<file path="config.mk">
export PLATFORM = sky130hd
export DESIGN_NAME = bcd_countdown_timer
export DESIGN_NICKNAME = d
export VERILOG_FILES = /design/src/rtl/bcd_countdown_timer.sv
export SDC_FILE = /design/constraint.sdc
export NUM_CORES = 1
export LEC_CHECK = 0
export ABC_AREA = 0
export CAP_MARGIN = 10
export CORE_UTILIZATION = 58
export CTS_BUF_LIST = sky130_fd_sc_hd__clkbuf_8
export DETAILED_ROUTE_END_ITERATION = 16
export PLACE_DENSITY_LB_ADDON = 0.2
export SLEW_MARGIN = 10
export SYNTH_ARGS = -nofsm -noshare
export SYNTH_HDL_FRONTEND = slang
export SYNTH_SLANG_ARGS = --single-unit
</file>
<file path="constraint.sdc">
create_clock -name clk -period 2.3 [get_ports clk]
set_clock_uncertainty 0.05 [all_clocks]
set_input_delay 0.345 -clock clk [delete_from_list [all_inputs] [get_ports clk]]
set_output_delay 0.345 -clock clk [all_outputs]
set_load 0.05 [all_outputs]
</file>
<file path="src/rtl/bcd_countdown_timer.sv">
// M:SS BCD countdown timer with an internal one-second prescaler, feeding a BCD-to-7-segment decoder.
// Define TIMER_BEEP_EN to add the beep output, which stays high for BEEP_TICKS ticks after expiry.
module bcd_countdown_timer #(
    parameter int unsigned TICK_DIV   = 50_000_000,
    parameter int unsigned BEEP_TICKS = 3
) (
    input  logic       clk,
    input  logic       rst_n,
    input  logic       load,
    input  logic [3:0] load_min,
    input  logic [3:0] load_sec_tens,
    input  logic [3:0] load_sec_ones,
    input  logic       start,
    input  logic       stop,
    output logic [3:0] min,
    output logic [3:0] sec_tens,
    output logic [3:0] sec_ones,
    output logic       running,
    output logic       done
`ifdef TIMER_BEEP_EN
    ,
    output logic       beep
`endif
);

    localparam logic [1:0] S_IDLE    = 2'd0;
    localparam logic [1:0] S_RUN     = 2'd1;
    localparam logic [1:0] S_PAUSED  = 2'd2;
    localparam logic [1:0] S_EXPIRED = 2'd3;

    localparam int unsigned       PW        = (TICK_DIV > 1) ? $clog2(TICK_DIV) : 1;
    localparam logic [PW-1:0]     PRESC_MAX = PW'(TICK_DIV - 1);

    logic [1:0]    r_state;
    logic [PW-1:0] r_presc;
    logic [3:0]    r_min;
    logic [3:0]    r_tens;
    logic [3:0]    r_ones;
    logic          r_done;

    logic [3:0]    w_dec_min;
    logic [3:0]    w_dec_tens;
    logic [3:0]    w_dec_ones;
    logic [3:0]    w_ld_min;
    logic [3:0]    w_ld_tens;
    logic [3:0]    w_ld_ones;
    logic          w_tick;
    logic          w_zero;
    logic          w_last_sec;
    logic          w_enter_exp;

    assign w_ld_min   = (load_min      > 4'd9) ? 4'd9 : load_min;
    assign w_ld_tens  = (load_sec_tens > 4'd5) ? 4'd5 : load_sec_tens;
    assign w_ld_ones  = (load_sec_ones > 4'd9) ? 4'd9 : load_sec_ones;

    assign w_tick     = (r_presc == PRESC_MAX);
    assign w_zero     = (r_min == 4'd0) && (r_tens == 4'd0) && (r_ones == 4'd0);
    assign w_last_sec = (r_min == 4'd0) && (r_tens == 4'd0) && (r_ones == 4'd1);

    // Shared by the state machine (done) and the annunciator (beep rise).
    assign w_enter_exp = !load && (
        ((r_state == S_IDLE || r_state == S_PAUSED) && start && w_zero) ||
        ((r_state == S_RUN) && !stop && w_tick && w_last_sec));

    always_comb begin
        w_dec_min  = r_min;
        w_dec_tens = r_tens;
        w_dec_ones = r_ones;
        if (r_ones != 4'd0) begin
            w_dec_ones = r_ones - 4'd1;
        end else begin
            w_dec_ones = 4'd9;
            if (r_tens != 4'd0) begin
                w_dec_tens = r_tens - 4'd1;
            end else begin
                w_dec_tens = 4'd5;
                w_dec_min  = r_min - 4'd1;
            end
        end
    end

    always_ff @(posedge clk or negedge rst_n) begin
        if (!rst_n) begin
            r_state <= S_IDLE;
            r_presc <= '0;
            r_min   <= '0;
            r_tens  <= '0;
            r_ones  <= '0;
            r_done  <= 1'b0;
        end else begin
            r_done <= w_enter_exp;
            if (load) begin
                r_min   <= w_ld_min;
                r_tens  <= w_ld_tens;
                r_ones  <= w_ld_ones;
                r_presc <= '0;
                r_state <= S_IDLE;
            end else begin
                case (r_state)
                    S_IDLE, S_PAUSED: begin
                        if (start) begin
                            if (w_zero) begin
                                r_state <= S_EXPIRED;
                                r_presc <= '0;
                            end else begin
                                r_state <= S_RUN;
                                if (r_state == S_IDLE) r_presc <= '0;
                            end
                        end
                    end
                    S_RUN: begin
                        // stop beats a coincident tick: state, digits and prescaler all freeze.
                        if (stop) begin
                            r_state <= S_PAUSED;
                        end else begin
                            r_presc <= w_tick ? '0 : r_presc + 1'b1;
                            if (w_tick) begin
                                r_min  <= w_dec_min;
                                r_tens <= w_dec_tens;
                                r_ones <= w_dec_ones;
                                if (w_last_sec) r_state <= S_EXPIRED;
                            end
                        end
                    end
                    S_EXPIRED: begin
`ifdef TIMER_BEEP_EN
                        r_presc <= w_tick ? '0 : r_presc + 1'b1;
`else
                        r_presc <= '0;
`endif
                    end
                    default: r_state <= S_IDLE;
                endcase
            end
        end
    end

`ifdef TIMER_BEEP_EN
    localparam int unsigned   BW        = (BEEP_TICKS > 0) ? $clog2(BEEP_TICKS + 1) : 1;
    localparam logic [BW-1:0] BEEP_LAST = BW'(BEEP_TICKS - 1);

    logic          r_beep;
    logic [BW-1:0] r_beep_cnt;

    always_ff @(posedge clk or negedge rst_n) begin
        if (!rst_n) begin
            r_beep     <= 1'b0;
            r_beep_cnt <= '0;
        end else if (load) begin
            r_beep     <= 1'b0;
            r_beep_cnt <= '0;
        end else if (w_enter_exp) begin
            r_beep     <= 1'b1;
            r_beep_cnt <= '0;
        end else if (r_beep && (r_state == S_EXPIRED) && w_tick) begin
            if (r_beep_cnt == BEEP_LAST) r_beep <= 1'b0;
            r_beep_cnt <= r_beep_cnt + 1'b1;
        end
    end

    assign beep = r_beep;
`else
    if (BEEP_TICKS != 0) begin : g_beep_unused
    end
`endif

    assign min      = r_min;
    assign sec_tens = r_tens;
    assign sec_ones = r_ones;
    assign running  = (r_state == S_RUN);
    assign done     = r_done;

endmodule

</file>
==> impl_metrics.ini, run 1 <==
[floorplanning]
die_w_um = 67.8
num_rows = 23
io_pins = 31
core_area_um2 = 4090
die-area_um2 = 4590
start_util_pct = 61.4
die_h_um = 67.8

[worst_setup_path]
crit_family = simple AND/OR/NAND/NOR gates
critical_path_class = reg2reg
regToRegStartpoint = min[0]
regToRegSetupSlack_ps = 30
start_kind = register
end_kind = register
worst-r2r-cell-count = 7
max_stage_delay_ps = 520
path_max_fanout = 9
regToRegEndpoint = r_presc[25]
slowest_stage = or4_4
crit_chain = inv_1 -> ha_1 -> nor3b_2 -> nand4_1 -> a211o_4 -> or4_4 -> a21oi_2
arrival_ps = 2450
critPathBufInv = 1
required_ps = 2470

[global_route]
globalRouteTotalUtil_pct = 31.4
antenna_found_initial = 0
grt_pass1_wl_um = 10700
grt_start_max_net_pins = 24
grt_overflow = 0
grt_pass1_vias = 2287

[cells_and_area]
fin_nets = 370
drive_above_1_share_pct = 20.5
fin_util_pct = 80.8
antennaDiodeCount = 0
seqCellArea_um2 = 1030
multiInputGateArea_um2 = 1450
n_fill_cell = 265
syn_to_final_growth_pct = 31.6

[sta]
setup_viol = 0
max_slew_margin_pct = 52.1
report.final.slew_viol_count = 0
period_share_pct = 98.9
fmax_ghz = 0.440
max_slew.worst_pin.slew_ps = 714
rsz0062_at_grt = yes
holdWs_ps = 474
period_needed_ps = 2270
hold_violations = 0

[power]
peakVddDrop_mv = 0.439
p_leak_uw = 0.00132
cellPowerDensity_nw_per_um2 = 491

[clocking]
clk_path_buf_depth = 2
cts_buffers = 5
cts_root_buf = clkbuf_8
htreeDepth = 2
path_clk_slew_ps = 80
clkSinkCount = 41
cts_tree = yes
clk_latency_ps = 300

[placement]
globalplace.congestion = 0.911
hpwl_um = 4930
io_buffers = 30

[route]
dr_total_vias = 2503
via_per_inst = 6.24
postRouteAntennaNets = 0
dr.first_iter.drc_count = 214
post-route-drc-count = 0
finalWirelength_um = 6720
wire_per_inst_um = 16.8
firstDrtPassIters = 5

[yosys]
synth.avg_cell_area_um2 = 8.84
synth-seq-cells = 41
synth_async_sr_flop_share_pct = 100
synthTopCellsByArea = dfrtp_1 41%, a21oi_1 4.4%, o21ai_0 4.4%
synth_most_common_cell = dfrtp_1
synth_top_area_share_pct = 40.9
synth-main-ff-cell = dfrtp_1
syn_inst = 284
yosysUniqueCellTypes = 50
ys_seq_area_share_pct = 40.9
synth_area_um2 = 2510
post-synth-top-area-cell = dfrtp_1
synth-edff-count = 0
synth_commonest_cells = 41 x dfrtp_1, 22 x a21oi_1, 22 x o21ai_0
syn_nets = 304
yosysWarningCount = 0

[run]
cap_violations = 0

[worst_hold_path]
hold_path_class = in2async

[outcome]
run_status = completed
## metal layers
layer / GRT usage, % / vias to the layer above / wire length, um
met5: 0 / - / 0
met4: 11.7 / 0 / 122
met3: 5.91 / 18 / 377
met2: 46.7 / 82 / 3120
met1: 44.9 / 1201 / 3100
li1: - / 1202 / -
## cell type report
cell class / count / area share (%)
clock buffers: 6 / 2.50
inverters: 8 / 0.909
repair buffers: 75 / 19.2
well taps: 50 / 1.89
multi-input cells: 219 / 44.0
flip-flops and latches: 41 / 31.2
clock inverters: 2 / 0.227
## logic make-up (layout without fill, tap and decap cells)
group | Yosys count | in the layout | synth area share [%]
buf+inv | 24 | 91 | 3.99
xor+xnor | 7 | 7 | 2.44
simple gates | 125 | 125 | 29.5
fa+ha+maj | 3 | 3 | 1.50
flops | 41 | 41 | 40.9
compound gates | 80 | 80 | 20.0
mux | 4 | 4 | 1.65
## worst max-delay path by stage
stage / start / cells after the start / endpoint / slack, ps
floorplan: sec_tens[0] / 6 / r_presc[19] / 4
global placement: stop / 7 / sec_tens[1] / -10
detailed placement: stop / 7 / sec_tens[1] / -70
CTS: min[0] / 8 / r_presc[3] / 2
global route: min[0] / 8 / r_presc[17] / -40
finish: min[0] / 7 / r_presc[25] / 30
## worst register-to-register path, cell delays in order (launching register included)
cell and delay, ps:
dfrtp_2 400, inv_1 80, ha_1 170, nor3b_2 190
nand4_1 220, a211o_4 430, or4_4 520, a21oi_2 140
## metrics by stage
step,worst slack (ps),TNS (ps),cells,total power [uW],cell area [um^2]
2_1_floorplan,4.40,0,284,967,2520
3_3_place_gp,-10.0,-14.0,391,1130,3130
3_5_place_dp,-72.7,-624,391,1140,3130
4_1_cts,1.67,0,400,1620,3230
5_1_grt,-44.6,-307,401,1680,3300
6_report,26.0,0,401,1620,3300
## layout by cell type (no fill, tap or decap), types with 3 or more instances in the layout
cell,netlist,final
buf_4,0,44
dfrtp_1,41,38
clkdlybuf4s50_1,0,29
o21ai_0,22,22
nand2_1,20,20
nor2_1,18,18
a21oi_1,22,18
nand3_1,11,11
inv_1,8,10
o31ai_1,9,9
or4_1,10,9
nand4_1,8,8
nor4_1,7,7
nor3_1,7,7
nand2b_1,7,7
or3_1,6,6
clkbuf_8,0,6
xnor2_1,5,5
and4_1,4,4
nand3b_1,4,4
a22o_1,4,4
a21oi_2,0,4
and2_1,3,3
and3_1,3,3
o31a_1,3,3
o22ai_1,3,3
nor2b_1,4,3
mux2i_1,3,3
ha_1,3,3
dfrtp_2,0,3
## timing repair
action                                  in CTS  in global routing
hold endpoints to repair                    17                  0
pin swaps                                    1                  1
gates resized for setup                      2                 14
hold buffers                                 1                  0
endpoints found under the setup margin       4                 19
buffers inserted                             0                  1
## flip-flops by register name (all words and copies together), names as in the netlist
| signal | cells |
|---|---|
| done | 1 |
| min | 4 |
| r_presc | 26 |
| r_state | 2 |
| sec_ones | 4 |
| sec_tens | 4 |
## power by group
| group | switching (uW) | internal [uW] | leakage (uW) | total [uW] |
|---|---|---|---|---|
| Clock | 248 | 236 | 0.0000538 | 484 |
| Combinational | 215 | 158 | 0.000719 | 373 |
| Sequential | 20.8 | 743 | 0.000545 | 763 |
Power figures use the tool's default switching activity.
==> inputs of run 2 (changes only) <==
SLEW_MARGIN = 30   (was 10)
==> results of run 2 <==
The final DEF is identical to that of run 1; final timing and power are the same.
